--- src/rtl/ray_column_gen_pkg.sv ---
`timescale 1ns/1ps
// Shared types, constants and the ray-direction adder for the ray column generator.
// Build option: define RAYGEN_SAT_EN to saturate ray direction sums instead of wrapping them.
package raycast_pkg;

    typedef logic signed [15:0] fp16_t;

    localparam int    FP_FRAC = 8;
    localparam fp16_t FP_ONE  = 16'h0100;

    // Camera accumulator: Q8.16, so its [23:8] slice is cameraX in Q8.8 (floor shift).
    localparam int CAM_W = 24;
    typedef logic signed [CAM_W-1:0] cam_t;
    localparam cam_t CAM_START = -24'sd65536;

    typedef enum logic [1:0] {
        S_IDLE,
        S_MUL,
        S_SUM,
        S_OUT
    } state_t;

    // dir + prod[23:8]; the mid slice is the Q8.8 product of plane and cameraX.
    function automatic fp16_t ray_dir_sum(input fp16_t dir, input fp16_t prod_mid);
`ifdef RAYGEN_SAT_EN
        logic signed [16:0] sum;
        sum = {dir[15], dir} + {prod_mid[15], prod_mid};
        if (sum[16] != sum[15]) begin
            return sum[16] ? 16'sh8000 : 16'sh7FFF;
        end
        return sum[15:0];
`else
        return dir + prod_mid;
`endif
    endfunction

endpackage

--- src/rtl/ray_column_gen_if.sv ---
`timescale 1ns/1ps
// Ray stream from the column generator to the DDA wall-stepper (valid/ready handshake).
interface ray_column_gen_if #(
    parameter int COL_W = 9
);
    import raycast_pkg::*;

    logic             ray_valid;
    logic             ray_ready;
    logic [COL_W-1:0] ray_col;
    fp16_t            ray_posX;
    fp16_t            ray_posY;
    fp16_t            rayDirX;
    fp16_t            rayDirY;
    logic             ray_last;

    modport master (
        output ray_valid, ray_col, ray_posX, ray_posY, rayDirX, rayDirY, ray_last,
        input  ray_ready
    );

    modport slave (
        input  ray_valid, ray_col, ray_posX, ray_posY, rayDirX, rayDirY, ray_last,
        output ray_ready
    );

endinterface

--- src/rtl/fp_mul_q88.sv ---
`timescale 1ns/1ps
// Registered signed 16x16 multiply with a full 32-bit product; loads only when en is high.
module fp_mul_q88
    import raycast_pkg::*;
(
    input  logic               clk_in,
    input  logic               rst_in,
    input  logic               en,
    input  fp16_t              a,
    input  fp16_t              b,
    output logic signed [31:0] p
);

    // NOTE: sequential state is written with non-blocking (<=) assignments so every
    // register samples the values from before the clock edge, independent of block order.
    always_ff @(posedge clk_in or posedge rst_in) begin
        if (rst_in) begin
            p <= '0;
        end else if (en) begin
            p <= 32'(a) * 32'(b);
        end
    end

endmodule

--- src/rtl/ray_column_gen.sv ---
`timescale 1ns/1ps
// Once per frame, snapshots the player state and streams one ray per screen column, 0..SCREEN_W-1.
// Build option RAYGEN_SAT_EN (raycast_pkg) selects saturating instead of wrapping direction sums.
module ray_column_gen
    import raycast_pkg::*;
#(
    parameter int  SCREEN_W = 320,
    parameter int  CAM_STEP = (2**17) / SCREEN_W,
    localparam int COL_W    = $clog2(SCREEN_W)
) (
    input  logic  clk_in,
    input  logic  rst_in,
    input  logic  frame_start,
    input  fp16_t posX,
    input  fp16_t posY,
    input  fp16_t dirX,
    input  fp16_t dirY,
    input  fp16_t planeX,
    input  fp16_t planeY,
    output logic  busy,
    output logic  frame_done,
    ray_column_gen_if.master ray
);

    state_t             state;
    logic [COL_W-1:0]   col;
    cam_t               cam_acc;
    fp16_t              snap_pos_x, snap_pos_y;
    fp16_t              snap_dir_x, snap_dir_y;
    fp16_t              snap_plane_x, snap_plane_y;
    fp16_t              ray_dir_x, ray_dir_y;
    logic               ray_valid;
    logic               ray_last;
    fp16_t              cam_x;
    logic               mul_en;
    logic               is_last_col;
    logic signed [31:0] prod_x, prod_y;
    logic               unused_prod_bits;

    assign cam_x       = cam_acc[FP_FRAC+15:FP_FRAC];
    assign mul_en      = (state == S_MUL);
    assign is_last_col = (col == COL_W'(SCREEN_W - 1));

    // Only the Q8.8 middle slice of each product feeds the ray direction.
    assign unused_prod_bits = ^{prod_x[31:24], prod_x[7:0], prod_y[31:24], prod_y[7:0]};

    fp_mul_q88 u_mul_x (
        .clk_in (clk_in),
        .rst_in (rst_in),
        .en     (mul_en),
        .a      (snap_plane_x),
        .b      (cam_x),
        .p      (prod_x)
    );

    fp_mul_q88 u_mul_y (
        .clk_in (clk_in),
        .rst_in (rst_in),
        .en     (mul_en),
        .a      (snap_plane_y),
        .b      (cam_x),
        .p      (prod_y)
    );

    always_ff @(posedge clk_in or posedge rst_in) begin
        if (rst_in) begin
            state        <= S_IDLE;
            col          <= '0;
            cam_acc      <= CAM_START;
            snap_pos_x   <= '0;
            snap_pos_y   <= '0;
            snap_dir_x   <= '0;
            snap_dir_y   <= '0;
            snap_plane_x <= '0;
            snap_plane_y <= '0;
            ray_dir_x    <= '0;
            ray_dir_y    <= '0;
            ray_valid    <= 1'b0;
            ray_last     <= 1'b0;
            busy         <= 1'b0;
            frame_done   <= 1'b0;
        end else begin
            frame_done <= 1'b0;
            // NOTE: the default arm makes the case complete; registers simply hold otherwise.
            unique case (state)
                S_IDLE: begin
                    if (frame_start) begin
                        snap_pos_x   <= posX;
                        snap_pos_y   <= posY;
                        snap_dir_x   <= dirX;
                        snap_dir_y   <= dirY;
                        snap_plane_x <= planeX;
                        snap_plane_y <= planeY;
                        col          <= '0;
                        cam_acc      <= CAM_START;
                        busy         <= 1'b1;
                        state        <= S_MUL;
                    end
                end
                S_MUL: begin
                    state <= S_SUM;
                end
                S_SUM: begin
                    ray_dir_x <= ray_dir_sum(snap_dir_x, prod_x[23:8]);
                    ray_dir_y <= ray_dir_sum(snap_dir_y, prod_y[23:8]);
                    ray_last  <= is_last_col;
                    ray_valid <= 1'b1;
                    state     <= S_OUT;
                end
                S_OUT: begin
                    // frame_start is not looked at here, so a pulse on the last accept is dropped.
                    if (ray.ray_ready) begin
                        ray_valid <= 1'b0;
                        ray_last  <= 1'b0;
                        if (is_last_col) begin
                            busy       <= 1'b0;
                            frame_done <= 1'b1;
                            state      <= S_IDLE;
                        end else begin
                            col     <= col + 1'b1;
                            cam_acc <= cam_acc + cam_t'(CAM_STEP);
                            state   <= S_MUL;
                        end
                    end
                end
                default: begin
                    state <= S_IDLE;
                end
            endcase
        end
    end

    assign ray.ray_valid = ray_valid;
    assign ray.ray_col   = col;
    assign ray.ray_posX  = snap_pos_x;
    assign ray.ray_posY  = snap_pos_y;
    assign ray.rayDirX   = ray_dir_x;
    assign ray.rayDirY   = ray_dir_y;
    assign ray.ray_last  = ray_last;

endmodule

--- src/flat_wrapper.sv ---
// flat-port wrapper written by rule: the top's interface ports become plain ports
module ray_column_gen_flat import raycast_pkg::*;
#(
    parameter int  SCREEN_W = 320,
    parameter int  CAM_STEP = (2**17) / SCREEN_W,
    localparam int COL_W    = $clog2(SCREEN_W)
)
  (clk_in, rst_in, frame_start, posX, posY, dirX, dirY, planeX, planeY, busy, frame_done, ray_ray_valid, ray_ray_col, ray_ray_posX, ray_ray_posY, ray_rayDirX, ray_rayDirY, ray_ray_last, ray_ray_ready);
  ray_column_gen_if #(.COL_W(($clog2(SCREEN_W)))) ray_i ();
  input  logic clk_in;
  input  logic rst_in;
  input  logic frame_start;
  input  fp16_t posX;
  input  fp16_t posY;
  input  fp16_t dirX;
  input  fp16_t dirY;
  input  fp16_t planeX;
  input  fp16_t planeY;
  output logic busy;
  output logic frame_done;
  output wire logic [$bits(ray_i.ray_valid)-1:0] ray_ray_valid;
  output wire logic [$bits(ray_i.ray_col)-1:0] ray_ray_col;
  output wire logic [$bits(ray_i.ray_posX)-1:0] ray_ray_posX;
  output wire logic [$bits(ray_i.ray_posY)-1:0] ray_ray_posY;
  output wire logic [$bits(ray_i.rayDirX)-1:0] ray_rayDirX;
  output wire logic [$bits(ray_i.rayDirY)-1:0] ray_rayDirY;
  output wire logic [$bits(ray_i.ray_last)-1:0] ray_ray_last;
  input wire logic [$bits(ray_i.ray_ready)-1:0] ray_ray_ready;
  assign ray_ray_valid = ray_i.ray_valid;
  assign ray_ray_col = ray_i.ray_col;
  assign ray_ray_posX = ray_i.ray_posX;
  assign ray_ray_posY = ray_i.ray_posY;
  assign ray_rayDirX = ray_i.rayDirX;
  assign ray_rayDirY = ray_i.rayDirY;
  assign ray_ray_last = ray_i.ray_last;
  assign ray_i.ray_ready = ray_ray_ready;
  ray_column_gen #(.SCREEN_W(SCREEN_W), .CAM_STEP(CAM_STEP)) u_core (.clk_in(clk_in), .rst_in(rst_in), .frame_start(frame_start), .posX(posX), .posY(posY), .dirX(dirX), .dirY(dirY), .planeX(planeX), .planeY(planeY), .busy(busy), .frame_done(frame_done), .ray(ray_i));
endmodule
--- config.mk ---
export PLATFORM = sky130hd
export DESIGN_NAME = ray_column_gen_flat
export DESIGN_NICKNAME = d
export VERILOG_FILES = /design/src/rtl/ray_column_gen_pkg.sv /design/src/rtl/ray_column_gen_if.sv /design/src/rtl/fp_mul_q88.sv /design/src/rtl/ray_column_gen.sv /design/src/flat_wrapper.sv
export SDC_FILE = /design/constraint.sdc
export NUM_CORES = 2
export LEC_CHECK = 0
export ABC_AREA = 1
export CORE_UTILIZATION = 57
export CTS_BUF_LIST = sky130_fd_sc_hd__clkbuf_4
export CTS_CLUSTER_SIZE = 20
export DETAILED_ROUTE_END_ITERATION = 6
export PLACE_DENSITY = 0.85
export SLEW_MARGIN = 20
export SYNTH_ARGS = -nofsm -noshare
export SYNTH_HDL_FRONTEND = slang
export SYNTH_SLANG_ARGS = --single-unit
--- constraint.sdc ---
create_clock -name clk_in -period 5.75 [get_ports clk_in]
set_input_delay 0.8625 -clock clk_in [delete_from_list [all_inputs] [get_ports clk_in]]
set_output_delay 0.8625 -clock clk_in [all_outputs]
set_load 0.05 [all_outputs]
==> impl_metrics.csv <==
group,metric,value,unit
status,status,"completed",
floorplan,fp.dieArea,45600,sq um
finish,final_area,29200,sq um
global_route,grt_overflow,0,
critical_path,startpoint,"u_core.cam_acc[18]",
logic_synthesis,avgSynthCellArea,8.02,sq um
timing,worst_pin_slew,0.907,ns
logic_synthesis,synthTopCellsByArea,"fa_1 (29%), dfrtp_1 (19%), inv_1 (12%)",
finish,fin_util,66.0,%
global_route,grt_use_total,29.8,%
clock_network,clock_latency,0.79,ns
logic_synthesis,synth-seq-cells,199,
routing,drt_wl_total,65.4,mm
finish,final_common_cell,"inv_1",
logic_synthesis,synthCells,3184,
placed_design,gp_congestion,0.968,
logic_synthesis,synth_top_cell_area_share,29.3,%
timing,hold_viol_final,0,
global_route,grt_pass1_wl,105,mm
clock_network,cts.sinks,199,
logic_synthesis,synth_seq_area_share,19.5,%
timing,setup_viol,0,
logic_synthesis,synth_xor_area_share,1.27,%
routing,vias,21057,
floorplan,fp.dieW,214,microns
global_route,antenna_found_initial,1,
logic_synthesis,yosys.area.top_type,"fa_1",
min_path,min_path_type,"flip-flop to flip-flop",
finish,final_cell_mix,"inv_1 (836), nand2_1 (795), fa_1 (371)",
logic_synthesis,yosys-mux-area-fraction,3.97,%
critical_path,crit_required,6.43,ns
clock_network,cts_root_buf,"clkbuf_4",
timing,fmax,175,MHz
clock_network,cts_tree,"yes",
logic_synthesis,synth_ff_type,"dfrtp_1",
finish,multi_input_area,17200,sq um
placed_design,dp_hpwl,51.6,mm
floorplan,io_pins,177,
placed_design,post-place-ws,-0.0153,ns
placed_design,post_dp_cell_area,28400,sq um
timing,drv_slew,0,
clock_network,cts_buffer_depth,2,
logic_synthesis,synth_fa_ha_area_share,38.0,%
timing,timing.hold.ws,0.507,ns
job,maxCapViolCount,0,
logic_synthesis,synth_edf_count,0,
critical_path,crit_fanout,5,
timing,post-route-period-util,99.4,%
critical_path,endpoint_kind,"flip-flop",
finish,fin_nets,4010,
timing,fin_ws,0.0334,ns
routing,viasPerCell,5.31,
logic_synthesis,synth_fp_nets,3835,
clock_network,clk_pin_slew,0.22,ns
clock_network,htree_levels,4,
critical_path,criticalPathCategory,"flip-flop to flip-flop",
routing,wire_per_inst,16.5,microns
global_route,grt_max_degree,119,
timing,grt_setup_unrepaired,"yes",
timing,max-slew-margin-rel,39.1,%
critical_path,r2r_start,"u_core.cam_acc[18]",
routing,dr.pass1.iters,6,
logic_synthesis,ys_types,52,
logic_synthesis,synth_top_family_by_area,"adder cells",
routing,drc_errors,0,
timing,finalClockSkew,0.0567,ns
logic_synthesis,synth_area,25500,sq um
min_path,hold_path.startpoint,"u_core.ray.rayDirX[14]",
critical_path,critPathLaunchType,"flip-flop",
logic_synthesis,synth_warnings,0,
timing,period_needed,5.72,ns
logic_synthesis,synth_compound_area_share,4.94,%
routing,drt_iter0_drc,2049,
finish,fillers,3402,
finish,seqCellArea,5020,sq um
floorplan,core_area,44200,sq um
floorplan,initial_core_util,57.7,%
logic_synthesis,synthArstFlopShare,100,%
clock_network,cts_buffers,17,
global_route,grt_pass1_vias,21667,
placed_design,portBuffers,176,
routing,antenna_left,0,
floorplan,die_y,214,microns
critical_path,worstPathArrival,6.39,ns
finish,area_delta_synth_final,14.2,%
floorplan,rows,77,
finish,layout-drive-gt1-share,10.1,%
logic_synthesis,synthSimpleGateAreaFrac,17.9,%
-- metal layers --
layer  up-vias  track usage (%)  part of all wire, %
li1       9732                -                    -
met1     10115             37.1                   38
met2      1008             49.1                   48
met3       202             6.44                  9.0
met4         0             15.2                  4.7
met5         -                0                    0
-- final timing paths --
check / to / slack [ns] / cells past startpoint
setup / recovery: u_core.u_mul_x.p[21] / 0.03 / 20
hold reg to reg: u_core.ray.rayDirX[14] / 0.51 / 2
hold / removal: u_core.ray.rayDirX[14] / 0.51 / 2
min in group asynchronous: u_core.ray.ray_posX[6] / 0.55 / 2
setup reg to reg: u_core.u_mul_x.p[21] / 0.03 / 20
max in group asynchronous: u_core.snap_plane_x[12] / 3.98 / 3
-- metrics by stage --
step | setup TNS, ns | std cells
after floorplan | 0 | 3184
after global placement | 0 | 3915
after detailed placement | -0.0153 | 3915
after CTS | 0 | 3948
after global routing | -0.635 | 3965
final | 0 | 3965
-- final cells by class --
cell class	count	share of cell area (%)
Antenna cell	1	0.00858
Clock buffer	17	0.438
Clock inverter	15	0.622
Inverter	843	10.9
Multi-Input combinational cell	2016	58.8
Sequential cell	199	17.2
Tap cell	592	2.54
Timing Repair Buffer	282	9.53
-- cells in the mapped netlist, types with 3 or more instances --
master,n
a21oi_1,90
ha_1,177
buf_2,15
nor3_2,4
o21a_1,3
o21ai_0,62
clkbuf_1,94
a211oi_1,4
nand3_1,113
o21ai_1,17
o31ai_1,8
mux2_2,90
xnor2_1,17
nand4_1,17
nor3b_1,3
dfrtp_1,191
buf_1,16
nor3_1,23
a21boi_0,3
inv_1,838
dfstp_2,8
nor2_1,111
or2_2,11
fa_1,374
nand2_1,805
o21bai_1,9
xor2_1,20
a21o_1,4
nand3b_1,13
a31oi_1,11
nor4_1,4
nor2_2,4
-- sequential cells by signal, summed over array words and instances (netlist names), 16 cells and up --
name / cells
u_core.snap_plane_x: 16
u_core.snap_dir_x: 16
u_core.cam_acc: 24
u_core.u_mul_x.p: 16
u_core.u_mul_y.p: 16
u_core.ray.ray_posX: 16
u_core.snap_plane_y: 16
u_core.ray.rayDirX: 16
u_core.ray.ray_posY: 16
u_core.ray.rayDirY: 16
u_core.snap_dir_y: 16
-- worst max-delay path, stage by stage (launching register included) --
cell	delay (ns)
dfstp_4	0.71
clkbuf_4	0.20
nand2_1	0.09
fa_1	0.54
inv_1	0.08
fa_1	0.46
fa_1	0.54
fa_1	0.43
fa_1	0.52
inv_1	0.06
fa_1	0.47
inv_1	0.04
ha_2	0.39
nand2_2	0.11
nor4_2	0.30
buf_4	0.18
o21ai_0	0.12
nand3_1	0.11
nand2_1	0.05
nand3_1	0.11
nand2_1	0.06
-- cell families after synthesis --
group                    after synthesis
adder cells (fa/ha/maj)              551
AND/OR/NAND/NOR                     1116
flip-flops                           199
XOR/XNOR                              37
AO/OA/AOI/OAI                        222
buffers and inverters                969
multiplexers                          90
-- repair_timing --
action                                  in CTS  in global routing
buffers inserted                             1                 15
gates resized for setup                      1                 89
hold buffers                                 0                  0
endpoints found under the setup margin       2                 24
pin swaps                                    0                 12
cloned                                       0                  1
Power is not shown: default switching activity piles up to over one toggle a cycle in this logic, so the estimate is an artifact.
